**src/rtl/ahb_slave_mux_if.sv**
```systemverilog
// AHB-Lite data-phase bundle between the address decoder, the slave ports and
// the master, as seen by the response multiplexer.
interface ahb_slave_mux_if #(
  parameter int NSLV = 2,
  parameter int DW   = 32
);
  logic [NSLV-1:0]    HSEL;
  logic [1:0]         HTRANS;
  logic [NSLV-1:0]    HREADYOUT_S;
  logic [NSLV-1:0]    HRESP_S;
  logic [NSLV*DW-1:0] HRDATA_S;
  logic               HREADY;
  logic               HRESP;
  logic [DW-1:0]      HRDATA;

  modport slave (
    input  HSEL, HTRANS, HREADYOUT_S, HRESP_S, HRDATA_S,
    output HREADY, HRESP, HRDATA
  );

  modport master (
    output HSEL, HTRANS, HREADYOUT_S, HRESP_S, HRDATA_S,
    input  HREADY, HRESP, HRDATA
  );
endinterface

```
**src/rtl/ahb_slave_mux.sv**
```systemverilog
// AHB-Lite slave-response multiplexer with built-in default slave and a
// wait-state watchdog that turns long stalls into two-cycle ERROR responses.
//
// state | meaning
// PASS  | route captured slave (or idle OKAY); DEF_ERR/abort drive ERR1 here
// ERR1  | first ERROR cycle: HREADY=0, HRESP=1
// ERR2  | second ERROR cycle: HREADY=1, HRESP=1, next address captured
module ahb_slave_mux #(
  parameter int NSLV    = 2,
  parameter int DW      = 32,
  parameter int TIMEOUT = 255,
  parameter int CNTW    = 8
) (
  input  logic            clk,
  input  logic            reset,
  ahb_slave_mux_if.slave  bus,
  output logic            TO_ABORT,
  output logic [CNTW-1:0] ERR_CNT
);

  localparam int IW  = (NSLV > 1) ? $clog2(NSLV) : 1;
  localparam int WCW = (TIMEOUT > 1) ? $clog2(TIMEOUT + 1) : 1;

  typedef enum logic [1:0] {PASS, ERR1, ERR2} state_t;
  typedef enum logic [1:0] {D_NONE, D_SLV, D_ERR} dkind_t;

  state_t         state, state_nxt;
  dkind_t         dkind, dkind_nxt;
  logic [IW-1:0]  dsel_idx, dsel_idx_nxt;
  logic [WCW-1:0] wcnt;
  logic [4:0]     nbits;
  logic           hready, hresp, abort;
  logic           slv_ready, slv_resp;
  logic [DW-1:0]  slv_data, hrdata;
  logic           unused_htrans0;

  assign unused_htrans0 = bus.HTRANS[0];

  // Address-phase decode: one-hot select vs. unmapped/multiply-decoded access
  always_comb begin
    nbits        = '0;
    dsel_idx_nxt = '0;
    for (int i = 0; i < NSLV; i++) begin
      if (bus.HSEL[i]) begin
        nbits        = nbits + 5'd1;
        dsel_idx_nxt = IW'(i);
      end
    end
    if (!bus.HTRANS[1])
      dkind_nxt = D_NONE;
    else if (nbits == 5'd1)
      dkind_nxt = D_SLV;
    else
      dkind_nxt = D_ERR;
  end

  always_comb begin
    slv_ready = 1'b1;
    slv_resp  = 1'b0;
    slv_data  = '0;
    for (int i = 0; i < NSLV; i++) begin
      if (dsel_idx == IW'(i)) begin
        slv_ready = bus.HREADYOUT_S[i];
        slv_resp  = bus.HRESP_S[i];
        slv_data  = bus.HRDATA_S[i*DW +: DW];
      end
    end
  end

  assign abort = (TIMEOUT > 0) && (state == PASS) && (dkind == D_SLV) &&
                 (wcnt == WCW'(TIMEOUT));

  always_comb begin
    state_nxt = state;
    hready    = 1'b1;
    hresp     = 1'b0;
    hrdata    = '0;
    case (state)
      PASS: begin
        if (dkind == D_ERR || abort) begin
          hready    = 1'b0;
          hresp     = 1'b1;
          state_nxt = ERR2;
        end else if (dkind == D_SLV) begin
          hready = slv_ready;
          hresp  = slv_resp;
          hrdata = slv_data;
        end
      end
      ERR1: begin
        hready    = 1'b0;
        hresp     = 1'b1;
        state_nxt = ERR2;
      end
      ERR2: begin
        hresp     = 1'b1;
        state_nxt = PASS;
      end
      default: state_nxt = PASS;
    endcase
  end

  always_ff @(posedge clk or negedge reset) begin
    if (!reset) begin
      state    <= PASS;
      dkind    <= D_NONE;
      dsel_idx <= '0;
      wcnt     <= '0;
      ERR_CNT  <= '0;
    end else begin
      state <= state_nxt;
      if (hready) begin
        dkind    <= dkind_nxt;
        dsel_idx <= dsel_idx_nxt;
      end
      // Watchdog only runs while the selected slave itself is stalling
      if (hready || abort)
        wcnt <= '0;
      else if (state == PASS && dkind == D_SLV && wcnt != WCW'(TIMEOUT))
        wcnt <= wcnt + WCW'(1);
      if (state == ERR2 && ERR_CNT != '1)
        ERR_CNT <= ERR_CNT + CNTW'(1);
    end
  end

  assign bus.HREADY = hready;
  assign bus.HRESP  = hresp;
  assign bus.HRDATA = hrdata;
  assign TO_ABORT   = abort;

endmodule

```
**src/flat_wrapper.sv**
```systemverilog
// flat-port wrapper written by rule: the top's interface ports become plain ports
module ahb_slave_mux_flat 
#(
  parameter int NSLV    = 2,
  parameter int DW      = 32,
  parameter int TIMEOUT = 255,
  parameter int CNTW    = 8
)
  (clk, reset, TO_ABORT, ERR_CNT, bus_HSEL, bus_HTRANS, bus_HREADYOUT_S, bus_HRESP_S, bus_HRDATA_S, bus_HREADY, bus_HRESP, bus_HRDATA);
  ahb_slave_mux_if #(.NSLV(NSLV), .DW(DW)) bus_i ();
  input  logic clk;
  input  logic reset;
  output logic TO_ABORT;
  output logic [CNTW-1:0] ERR_CNT;
  input wire logic [$bits(bus_i.HSEL)-1:0] bus_HSEL;
  input wire logic [$bits(bus_i.HTRANS)-1:0] bus_HTRANS;
  input wire logic [$bits(bus_i.HREADYOUT_S)-1:0] bus_HREADYOUT_S;
  input wire logic [$bits(bus_i.HRESP_S)-1:0] bus_HRESP_S;
  input wire logic [$bits(bus_i.HRDATA_S)-1:0] bus_HRDATA_S;
  output wire logic [$bits(bus_i.HREADY)-1:0] bus_HREADY;
  output wire logic [$bits(bus_i.HRESP)-1:0] bus_HRESP;
  output wire logic [$bits(bus_i.HRDATA)-1:0] bus_HRDATA;
  assign bus_i.HSEL = bus_HSEL;
  assign bus_i.HTRANS = bus_HTRANS;
  assign bus_i.HREADYOUT_S = bus_HREADYOUT_S;
  assign bus_i.HRESP_S = bus_HRESP_S;
  assign bus_i.HRDATA_S = bus_HRDATA_S;
  assign bus_HREADY = bus_i.HREADY;
  assign bus_HRESP = bus_i.HRESP;
  assign bus_HRDATA = bus_i.HRDATA;
  ahb_slave_mux #(.NSLV(NSLV), .DW(DW), .TIMEOUT(TIMEOUT), .CNTW(CNTW)) u_core (.clk(clk), .reset(reset), .bus(bus_i), .TO_ABORT(TO_ABORT), .ERR_CNT(ERR_CNT));
endmodule
```
**config.mk**
```make
export PLATFORM = sky130hd
export DESIGN_NAME = ahb_slave_mux_flat
export DESIGN_NICKNAME = d
export VERILOG_FILES = /design/src/rtl/ahb_slave_mux_if.sv /design/src/rtl/ahb_slave_mux.sv /design/src/flat_wrapper.sv
export SDC_FILE = /design/constraint.sdc
export NUM_CORES = 1
export LEC_CHECK = 0
export CAP_MARGIN = 20
export CORE_ASPECT_RATIO = 1.4
export CORE_MARGIN = 2
export CORE_UTILIZATION = 33
export CTS_CLUSTER_SIZE = 40
export DETAILED_ROUTE_END_ITERATION = 8
export PLACE_DENSITY_LB_ADDON = 0.25
export SYNTH_ARGS = -nofsm -noshare
export SYNTH_HDL_FRONTEND = slang
export SYNTH_SLANG_ARGS = --single-unit
```
**constraint.sdc**
```tcl
create_clock -name clk -period 5 [get_ports clk]
set_clock_uncertainty 0.2 [all_clocks]
set_input_delay 1 -clock clk [delete_from_list [all_inputs] [get_ports clk]]
set_output_delay 1 -clock clk [all_outputs]
set_load 0.1 [all_outputs]
```
==> metrics.txt, run 1 <==
Startpoint Class=input pin; outcome=completed; top routing layer used=met4; Synth Flop Type=dfrtp_1; Distinct cells, synth=40; FILL cells=409; PostCTS Resize Cnt=0; Tmin final=3.73 ns; Worst Tran Pin Value=0.964 ns; area grow syn2layout=75.6%; initial antenna violation count=0; Reg2Reg Setup Slack=2.76 ns; die height=85.3 µm; WL met3=432 µm; slew margin rel.=0.356; count leader, synth=nor2_1; Ant. Diodes=0; Clock Sinks=20; PwrDens=543 nW/µm²; DP HPWL=3970 µm; gpl congestion=0.888; first-pass GRT wire length=7840 µm; postcts setup bufs=0; WHS Endpoint=u_core.ERR_CNT[7]$_DFFE_PN0P_; Post-synth ARST share=1.00; fin crit share=0.746; Post-Synthesis Cell Area=1560 µm²; IO buf count=115; # hold bufs at CTS=0; crit-path cells=clkdlybuf4s50_1 -> mux2_4 -> or2_1 -> a31o_2 -> buf_4; Pleak=1.25 nW; Seq/Total Area, Yosys=0.322; CTS Buf Count=3; flops & latches, synth=20; WL met2=2500 µm; CP peak stage delay=0.40 ns; First DRT Iteration DRCs=88; routed wire length=4940 µm; Yosys Warn Count=0; Root Buffer=clkbuf_8; CP top delay family=buffers and inverters; initial core utilization=0.343; WP buf/inv=2; Max VDD drop=0.000337 V; CTS clk-pin slew, worst paths=0.07 ns; CTS tree=built; Core ar.=4540 µm²; critical path class=input pin to primary output; required time of the critical path=3.80 ns; RSZ-0062 raised after global routing=no; post-route ant nets=0; worst setup margin=1.27 ns; WL/cell=14.1 µm; vias in the first global route=1736; Reg-to-Reg End=u_core.dsel_idx$_DFFE_PN0P_; Crit Path Max Fanout=8; H-tree Lvls=1; area of the multi-input gates=997 µm²; GRT Total Usage=0.195; Post-Route M1 WL=1920 µm; pre-CTS setup slack=1.26 ns; Ports=117; HP Start=u_core.ERR_CNT[7]$_DFFE_PN0P_; pin count of the biggest net entering global routing=35; clock buffer depth=2; Min-Delay Path Depth=1; reg2reg start=u_core.wcnt[0]$_DFFE_PN0P_; Syn Area/Cell=8.70 µm²; post-synth top area share=0.322; DR vias=1710; Clk Latency, worst-skew pair=0.26 ns; global route total overflow=0; Nets=365; share of cells above drive strength 1=0.188; setup_tns=0 ns; hold crit path type=register to register; Critical Path AT=2.53 ns; Area contributors post-synth=dfrtp_1, mux2i_1, nor2_1; Post-Syn Instances=179; slowest CP cell=clkdlybuf4s50_1; number of flops mapped to enable cells by yosys=0; row count=29; Syn Nets=255; final slew viol count=0; DRC Markers=0; Final setup violation count=0; Post-synth top cells=nor2_1, mux2i_1, dfrtp_1; via/cell ratio=4.89; Max Clock Freq=268 MHz; max-cap viol count=0; Fin. Hold Viols=0; Worst setup EP type=primary output; register area=502 µm²; reg2reg path depth=5; Total Die Area=5290 µm²; Die W=62.0 µm; area leader, netlist=dfrtp_1; Pre-Repair DR Iteration Count=4
==> registers in the layout, indices dropped and copies added (netlist names) <==
| register | count |
|---|---|
| u_core.dkind | 2 |
| u_core.wcnt | 8 |
| u_core.state | 1 |
| u_core.dsel_idx | 1 |
| u_core.ERR_CNT | 8 |
==> cell families (layout without fill, tap and decap cells) <==
family                     count (synthesis)  after routing  synth area share
muxes                                     36             36             0.239
DFF                                       20             20             0.322
adders and majority gates                  2              2            0.0161
buffers and inverters                     14            123            0.0402
AOI/OAI and AO/OA                         20             20            0.0941
xor gates and xnor gates                   9              9            0.0506
and+or+nand+nor                           78             78             0.239
==> per-stage QoR <==
step	hold slack (ns)	instance area, µm²	utilization	power, mW	cells
after global placement	0.298	2660	0.587	1.32	346
after global routing	0.357	2730	0.603	1.55	350
final	0.318	2730	0.603	1.48	350
after CTS	0.323	2730	0.603	1.49	350
after floorplan	0.297	1560	-	1.09	179
after detailed placement	0.308	2660	0.587	1.33	346
==> power by group <==
group	switching [mW]	internal, mW	total [mW]
registers	0.0599	0.202	0.262
clock network	0.0558	0.107	0.163
logic	0.759	0.300	1.06
==> layout make-up <==
class / instances / area share
tap: 62 / 0.0284
timing repair buffer: 117 / 0.395
multi-input combinational: 145 / 0.365
sequential: 20 / 0.184
clock buffer: 3 / 0.0151
clock inverter: 1 / 0.0110
inverter: 2 / 0.00275
==> cells in the final DEF, fill, tap and decap left out, types with 2 or more instances in the layout <==
cell type / count
and3_2: 2
mux2i_1: 33
mux2_4: 2
a21oi_1: 5
dfrtp_1: 19
nor2b_1: 2
o221a_2: 2
clkbuf_8: 3
xnor2_1: 4
nand2_1: 9
inv_1: 2
nand2b_1: 3
nand4_1: 5
nor2_1: 40
ha_1: 2
xor2_1: 5
nor3_1: 3
clkdlybuf4s50_1: 80
a211oi_1: 2
or4_1: 2
o211ai_1: 2
buf_4: 37
nand3_1: 5
==> per-layer routing <==
layer / global-route usage / up-vias
li1: - / 852
met1: 0.232 / 772
met2: 0.326 / 81
met3: 0.0518 / 5
met4: 0.0696 / 0
met5: 0 / -
==> worst register-to-register path: stages, from the launching register on <==
cell,delay [ns]
dfrtp_1,0.39
ha_1,0.24
nand3_2,0.13
or4_1,0.61
a31o_2,0.27
mux2_4,0.29
==> worst max path at each step <==
stage                                          start    endpoint  slack [ns]  cells after the start
after CTS                         bus_HREADYOUT_S[0]  bus_HREADY        1.26                      5
after global routing              bus_HREADYOUT_S[0]  bus_HREADY        1.23                      5
final                             bus_HREADYOUT_S[0]  bus_HREADY        1.27                      5
after floorplan           u_core.wcnt[0]$_DFFE_PN0P_   bus_HRESP        0.86                      7
after global placement            bus_HREADYOUT_S[0]  bus_HREADY        1.28                      5
after detailed placement          bus_HREADYOUT_S[0]  bus_HREADY        1.26                      5
Note: power is estimated with default switching activity, not from simulation.
==> inputs of run 2 (changes only) <==
Clock period 5 ns to 3.66 ns, I/O delays scaled along.
==> metrics.txt, run 2 (synthesis results as in run 1) <==
routed wire length=4860 µm; Critical Path AT=2.30 ns; vias in the first global route=1672; via/cell ratio=4.84; initial core utilization=0.343; DP HPWL=3910 µm; initial antenna violation count=0; share of cells above drive strength 1=0.221; Worst Tran Pin Value=0.903 ns; post-route ant nets=0; CTS clk-pin slew, worst paths=0.07 ns; Die W=62.0 µm; Ant. Diodes=0; critical path class=register to primary output; pin count of the biggest net entering global routing=35; First DRT Iteration DRCs=92; H-tree Lvls=1; Pre-Repair DR Iteration Count=4; Max Clock Freq=310 MHz; Max VDD drop=0.000473 V; Nets=366; global route total overflow=0; Fin. Hold Viols=0; Largest regs=u_core.ERR_CNT (8), u_core.wcnt (8), u_core.dkind (2); Clk Latency, worst-skew pair=0.26 ns; # hold bufs at CTS=0; Clock Sinks=20; hold crit path type=register to register; Crit Path Max Fanout=6; Total Die Area=5290 µm²; Worst setup EP type=primary output; Reg2Reg Setup Slack=1.31 ns; postcts setup bufs=0; gpl congestion=0.917; GRT Total Usage=0.194; Tmin final=3.23 ns; area grow syn2layout=76.7%; Root Buffer=clkbuf_8; Startpoint Class=register; PostCTS Resize Cnt=0; IO buf count=115; outcome=completed; final slew viol count=0; clock buffer depth=2; commonest non-fill, non-tap cells in the layout=clkdlybuf4s50_1, buf_4, nor2_1, mux2i_1, dfrtp_1; Final Power=2.07 mW; DR vias=1699; WL/cell=13.8 µm; required time of the critical path=2.73 ns; CTS Buf Count=3; DRC Markers=0; Pleak=1.26 nW; Ports=117; fin crit share=0.882; slew margin rel.=0.396; first-pass GRT wire length=7940 µm; RSZ-0062 raised after global routing=no; max-cap viol count=0; PwrDens=751 nW/µm²; CTS tree=built; Final setup violation count=0; row count=29; setup_tns=0 ns; die height=85.3 µm; Core ar.=4540 µm²; commonest non-fill, non-tap cell in the layout=clkdlybuf4s50_1
[run 2: cell count changes in the layout (fill, tap and decap cells not counted)]
cell and delta:
clkinvlp_4 +1, clkdlybuf4s50_1 -8, buf_4 +7, buf_12 +2, inv_1 -1
[run 2: final cells by class]
| cell class | instances | area (µm²) |
|---|---|---|
| multi-input combinational | 145 | 997 |
| sequential | 20 | 502 |
| inverter | 2 | 11.3 |
| tap | 62 | 77.6 |
| clock buffer | 3 | 41.3 |
| timing repair buffer | 118 | 1090 |
| fill | 417 | 1790 |
| clock inverter | 1 | 30.0 |
[run 2: worst paths after layout]
kind	start	endpoint	cells after the start
setup / recovery	u_core.wcnt[0]$_DFFE_PN0P_	bus_HRESP	7
hold / removal	u_core.ERR_CNT[5]$_DFFE_PN0P_	u_core.ERR_CNT[5]$_DFFE_PN0P_	1
setup reg to reg	u_core.wcnt[0]$_DFFE_PN0P_	u_core.dsel_idx$_DFFE_PN0P_	5
hold reg to reg	u_core.ERR_CNT[5]$_DFFE_PN0P_	u_core.ERR_CNT[5]$_DFFE_PN0P_	1
max in group asynchronous	reset	u_core.dsel_idx$_DFFE_PN0P_	1
min in group asynchronous	reset	u_core.ERR_CNT[3]$_DFFE_PN0P_	1
[run 2: worst max-delay path, stage by stage (launching register included)]
cell        delay, ns
dfrtp_1          0.39
ha_1             0.26
nand3_2          0.14
or4_1            0.65
clkinvlp_4       0.16
nor2_1           0.07
o211ai_1         0.15
buf_12           0.22
[run 2: per-layer routing]
layer  routed length, µm  global-route usage  vias up
li1                    -                   -      857
met1                1920               0.256      748
met2                2440               0.309       88
met3                 451              0.0549        6
met4                  50              0.0445        0
met5                   0                   0        -
[run 2: stage by stage]
step                      cells  utilization  cell area [µm²]  worst slack, ns  hold WS, ns
after floorplan             179            -             1560            0.142        0.236
after global placement      347        0.591             2680            0.526        0.307
after detailed placement    347        0.591             2680            0.520        0.314
after CTS                   351        0.606             2750            0.461        0.337
after global routing        351        0.606             2750            0.366        0.358
final                       351        0.606             2750            0.433        0.337
[run 2: power by group]
part,internal [mW],switching (mW)
Sequential,0.276,0.0635
Combinational,0.440,1.07
Clock,0.146,0.0744
Total,0.861,1.20
==> RTL change 1, RTL diff (config.mk and constraints of run 2) <==
The 3 states of `state_t` get a one-hot encoding in 3 bits.
--- a/src/rtl/ahb_slave_mux.sv
+++ b/src/rtl/ahb_slave_mux.sv
@@ -21,7 +21,7 @@
   localparam int IW  = (NSLV > 1) ? $clog2(NSLV) : 1;
   localparam int WCW = (TIMEOUT > 1) ? $clog2(TIMEOUT + 1) : 1;
 
-  typedef enum logic [1:0] {PASS, ERR1, ERR2} state_t;
+  typedef enum logic [2:0] {PASS = 3'b001, ERR1 = 3'b010, ERR2 = 3'b100} state_t;
   typedef enum logic [1:0] {D_NONE, D_SLV, D_ERR} dkind_t;
 
   state_t         state, state_nxt;
Behaviour: same outputs for any inputs over 10 cycles, from zero or initial values and one cycle with reset low; not proved beyond that.
==> RTL change 1 against run 2 <==
Sequential cell count rose by 1. Sequential power rose by 2%. Final area rose by 16%. Synthesized area rose by 5.9%. Via count rose by 6.2%. First-iteration DRC count fell by 16%. Routed wire length rose by 12%. Worst setup slack improved by 0.084 ns. Total power fell by 8.7%. Register-to-register slack improved by 0.14 ns. Critical endpoint is now bus_HRDATA[10].
==> RTL change 1: results (changes against run 2) <==
- Status: completed
- Routed len/inst: 14.8 um (+6.6%)
- Sequential share of the synthesized area: 32.0% (-0.19 points)
- Total CTS buffers: 3 (unchanged)
- DR vias: 1805 (+6.2%)
- Worst setup EP type: output pin
- Synthesized Nets: 271 (+6.3%)
- Antenna violations before repair: 0 (unchanged)
- Dpl hpwl: 4390 um (+12%)
- Area contributors post-synth: dfrtp_1 (30%), mux2i_1 (20%), nor2_1 (9.1%), ha_1 (3.0%), nand2_1 (2.7%)
- Clock latency at the later pin of the worst-skew pair: 0.26 ns (about the same)
- CP Max Fanout: 32 (+26)
- Largest registers: u_core.ERR_CNT x8, u_core.wcnt x8
- TritonRoute pass-1 iters: 4 (unchanged)
- Peak VDD IR: 0.000426 V (-10%)
- Synth cell types: 41 (+2.5%)
- Dpl ws: 0.726 ns (+0.206 ns)
- Fraction of layout cells with a size suffix above 1: 19.1% (-3.1 points)
- FFs w/ async S/R, synth: 100% (unchanged)
- Arrival @ worst endpoint: 2.21 ns (-0.09 ns)
- Total Routing Usage GR: 19.8% (+0.33 points)
- R2r endpoint: u_core.wcnt[7]
- First-pass GRT wire length: 8760 um (+10%)
- Crit path from: u_core.wcnt[0]
- Area after DPL: 3150 sq um (+18%)
- Hold depth: 2 (+1)
- Top FF cell, synth: dfrtp_1
- Top cells by count, synth: nor2_1 (40), mux2i_1 (33), dfrtp_1 (20)
- IO Port Bufs: 115 (unchanged)
- Hold crit path type: reg -> reg
- CTS root buffer: clkbuf_8
- CTS max path bufs: 2 (unchanged)
- N_diodes: 0 (unchanged)
- H-tree levels: 1 (unchanged)
- Vias in the first global route: 1743 (+4.2%)
- HP Start: u_core.state[0]
- Static Leak: 1.43 nW (+13%)
- CTS resizes: 0 (unchanged)
- Nets: 383 (+4.6%)
- Reg clk slew, reported paths: 0.07 ns (about the same)
- Total Neg Setup Slack: 0 ns (unchanged)
- Largest net degree at the start of global routing: 33 (-5.7%)
- Setup bufs post-CTS: 0 (unchanged)
- R2r startpoint: u_core.state[0]
- 1st-iter DRT viols: 77 (-16%)
- Setup ws final: 0.517 ns (+0.0841 ns)
- Max_cap viols: 0 (unchanged)
- Placer Congestion: 0.803 (-12%)
- FF-to-FF path depth: 5 (unchanged)
- Least-Margin Pin Slew: 0.959 ns (+0.0567 ns)
- Warnings from Yosys: 0 (unchanged)
- Hold path endpoint: u_core.state[0]
- Hold WS: 0.320 ns (-0.0167 ns)
- Flop-to-flop setup slack: 1.45 ns (+0.14 ns)
- Setup crit end: bus_HRDATA[10]
==> RTL change 1: cell types whose count changed after synthesis, moves of 3 or more <==
cell,delta
buf_1,-3
inv_1,+3
nand2_1,+3
o21ai_0,+8
xor2_1,-3
and3_1,+4
==> RTL change 1: final cells by class <==
type	count	area, sq um
well taps	64	80.1
inverters	5	18.8
clock buffers	4	45.0
flip-flops and latches	21	528
multi-input cells	157	1050
fillers	385	1650
repair buffers	117	1470
==> RTL change 1: routing by layer <==
layer,GRT usage [%],part of all wire [%],vias up
li1,-,-,899
met1,22.4,41,828
met2,36.3,50,73
met3,5.14,7.7,5
met4,5.93,1.3,0
met5,0,0,-
==> RTL change 1: report_power, final <==
| group | internal [mW] | leakage (nW) | switching [mW] |
|---|---|---|---|
| Combinational | 0.494 | 1.13 | 0.891 |
| Sequential | 0.279 | 0.277 | 0.0680 |
| Clock | 0.0778 | 0.0228 | 0.0768 |
==> RTL change 1: through the flow <==
step / power [mW] / instances
6_report: 1.89 / 368
5_1_grt: 1.97 / 368
4_1_cts: 1.90 / 368
3_5_place_dp: 1.75 / 364
3_3_place_gp: 1.73 / 364
2_1_floorplan: 1.30 / 193
==> RTL change 1: logic make-up (layout without fill, tap and decap cells) <==
kind of cell | Yosys count | after routing | share of synthesized area (%)
xor gates and xnor gates | 4 | 4 | 2.13
AOI/OAI and AO/OA | 28 | 28 | 11.6
DFF | 21 | 21 | 32.0
muxes | 35 | 35 | 21.6
adders and majority gates | 4 | 4 | 3.04
and+or+nand+nor | 86 | 86 | 25.1
buffers and inverters | 15 | 126 | 4.56
==> RTL change 1: worst max-delay path, cell delays in order, from the launching register on <==
cell     delay [ns]
dfrtp_1        0.41
ha_1           0.24
nand3_1        0.13
or2_2          0.39
nand3_1        0.11
buf_4          0.32
nor2_1         0.15
buf_12         0.19
==> RTL change 2, RTL diff (config.mk and constraints of run 2) <==
Without the edit above. `NSLV` is set to 2 in 3 places; all go to 1.
--- a/src/rtl/ahb_slave_mux_if.sv
+++ b/src/rtl/ahb_slave_mux_if.sv
@@ -1,7 +1,7 @@
 // AHB-Lite data-phase bundle between the address decoder, the slave ports and
 // the master, as seen by the response multiplexer.
 interface ahb_slave_mux_if #(
-  parameter int NSLV = 2,
+  parameter int NSLV = 1,
   parameter int DW   = 32
 );
   logic [NSLV-1:0]    HSEL;
--- a/src/rtl/ahb_slave_mux.sv
+++ b/src/rtl/ahb_slave_mux.sv
@@ -6,7 +6,7 @@
 // ERR1  | first ERROR cycle: HREADY=0, HRESP=1
 // ERR2  | second ERROR cycle: HREADY=1, HRESP=1, next address captured
 module ahb_slave_mux #(
-  parameter int NSLV    = 2,
+  parameter int NSLV    = 1,
   parameter int DW      = 32,
   parameter int TIMEOUT = 255,
   parameter int CNTW    = 8
--- a/src/flat_wrapper.sv
+++ b/src/flat_wrapper.sv
@@ -1,7 +1,7 @@
 // flat-port wrapper written by rule: the top's interface ports become plain ports
 module ahb_slave_mux_flat 
 #(
-  parameter int NSLV    = 2,
+  parameter int NSLV    = 1,
   parameter int DW      = 32,
   parameter int TIMEOUT = 255,
   parameter int CNTW    = 8
Ports: changed (resized bus_HRDATA_S, bus_HREADYOUT_S, bus_HRESP_S and bus_HSEL); port bits go from 117 to 82. The function was not compared with the original's and may differ.
==> RTL change 2 against run 2 <==
Sequential power shrank 8.8%. Maximum frequency is 10% higher. Critical path depth fell by 1. Global-route usage is 1.6 points lower. Synthesized area is 16% lower. Largest power group unchanged. Register-to-register slack improved by 0.27 ns. Final area down 9.6%. Sequential cell count down 1. Worst setup slack better by 0.31 ns. First-iteration DRC count down 45%. Critical path type unchanged. Count of clock-buffer cells in the layout unchanged. Total power is 35% lower. Routed wire length fell by 20%. Largest cell class unchanged.
==> RTL change 2: results (changes against run 2) <==
- Switching part of the total: 56.5% (-1.8 points)
- Status: completed
- Vias in the first global route: 1287 (-23%)
- Cell family with the largest share of critical-path delay: simple AND/OR/NAND/NOR gates
- Total CTS buffers: 3 (unchanged)
- N_diodes: 0 (unchanged)
- CTS max path bufs: 2 (unchanged)
- FILL cells: 310 (-26%)
- Arrival @ worst endpoint: 1.99 ns (-0.31 ns)
- FF-to-FF path depth: 4 (-1)
- Area contributors post-synth: dfrtp_1 (36%), and2_1 (16%), a221oi_1 (3.3%), a21oi_1 (2.7%), xnor2_1 (2.7%)
- Top cells by count, synth: and2_1 (33), dfrtp_1 (19), nand2_1 (9)
- DR vias: 1403 (-17%)
- Least-Margin Pin Slew: 0.854 ns (-0.0486 ns)
- Total Routing Usage GR: 17.8% (-1.6 points)
- Hold crit path type: reg -> reg
- TritonRoute pass-1 iters: 4 (unchanged)
- 1st-iter DRT viols: 51 (-45%)
- Slowest cell on crit path: dfrtp_1
- Peak VDD IR: 0.000878 V (+85%)
- CTS root buffer: clkbuf_8
- Crit path from: u_core.wcnt[0]
- CP peak stage delay: 0.42 ns (-0.23 ns)
- Mean post-synth cell area: 9.08 sq um (+4.4%)
- Dpl hpwl: 3110 um (-20%)
- IO Port Bufs: 80 (-30%)
- Hold path endpoint: u_core.ERR_CNT[5]
- H-tree levels: 1 (unchanged)
- Dpl ws: 0.942 ns (+0.422 ns)
- CP Max Fanout: 32 (+26)
- Placer Congestion: 0.789 (-14%)
- Synthesized Nets: 185 (-27%)
- Largest registers: u_core.ERR_CNT x8, u_core.wcnt x8, u_core.dkind x2
- Synth cell types: 38 (-5.0%)
- Largest net degree at the start of global routing: 33 (-5.7%)
- Antenna violations before repair: 0 (unchanged)
- First-pass GRT wire length: 6310 um (-21%)
- HP Start: u_core.ERR_CNT[5]
- Clock latency at the later pin of the worst-skew pair: 0.27 ns
- CTS resizes: 0 (unchanged)
- DP Cell Count: 262 (-24%)
- Post-Route WL: 3880 um (-20%)
- Finished Layout Cells: 266 (-24%)
- Top FF cell, synth: dfrtp_1
- Hold WS: 0.301 ns (-0.0357 ns)
- Sequential share of the synthesized area: 36.4% (+4.2 points)
- R2r endpoint: u_core.wcnt[6]
- Flop-to-flop setup slack: 1.58 ns (+0.27 ns)
- Nets: 265 (-28%)
- Hold depth: 1 (unchanged)
- Reg clk slew, reported paths: 0.07 ns (about the same)
- Static Leak: 0.998 nW (-21%)
- Setup bufs post-CTS: 0 (unchanged)
- Warnings from Yosys: 0 (unchanged)
- FFs w/ async S/R, synth: 100% (unchanged)
- Fraction of layout cells with a size suffix above 1: 26.9% (+4.8 points)
==> RTL change 2: changes by cell type after synthesis, sizes merged, moves of 5 or more <==
| cell | delta |
|---|---|
| nor2 | -39 |
| a221oi | +6 |
| mux2i | -33 |
| and2 | +32 |
| xor2 | -5 |
==> RTL change 2: how the worst max path moves through the flow <==
| stage | to | slack, ns | depth (start not counted) |
|---|---|---|---|
| final | bus_HRDATA[11] | 0.74 | 6 |
| after global routing | bus_HRDATA[11] | 0.61 | 6 |
| after CTS | bus_HRDATA[19] | 0.72 | 6 |
| after detailed placement | bus_HREADY | 0.94 | 4 |
| after global placement | bus_HREADY | 0.95 | 4 |
| after floorplan | bus_HRESP | 0.42 | 4 |
==> RTL change 2: kinds of logic after synthesis <==
group,share of synthesized area (%)
compound gates,18.1
xor+xnor,2.68
fa+ha+maj,1.91
buf+inv,3.92
flops,36.4
mux,2.58
simple gates,34.4
==> RTL change 2: power groups by stage <==
| stage | logic [mW] | registers [mW] | clock network (mW) |
|---|---|---|---|
| floorplan | 0.427 | 0.529 | 0 |
| finish | 0.884 | 0.309 | 0.156 |
| CTS | 0.888 | 0.309 | 0.159 |
| global placement | 0.880 | 0.311 | 0 |
| detailed placement | 0.886 | 0.313 | 0 |
| global route | 0.919 | 0.317 | 0.166 |
==> RTL change 2: per-stage QoR <==
| stage | utilization [%] | instance area, sq um |
|---|---|---|
| 2_1_floorplan | - | 1310 |
| 3_3_place_gp | 62.8 | 2440 |
| 3_5_place_dp | 62.8 | 2440 |
| 4_1_cts | 64.0 | 2490 |
| 5_1_grt | 64.0 | 2490 |
| 6_report | 64.0 | 2490 |
==> RTL change 2: metal layers <==
metal	GRT usage (%)	vias up	part of all wire (%)
li1	-	684	-
met1	22.7	631	43
met2	28.9	81	47
met5	0	-	0
met3	3.29	7	7.3
met4	8.14	0	2.4
==> RTL change 2: final cells by class <==
class,instances,area share (%)
clock buffers,3,1.66
clock inverters,1,0.302
inverters,4,0.604
multi-input cells,114,31.6
flip-flops and latches,19,19.1
well taps,43,2.16
repair buffers,82,44.6
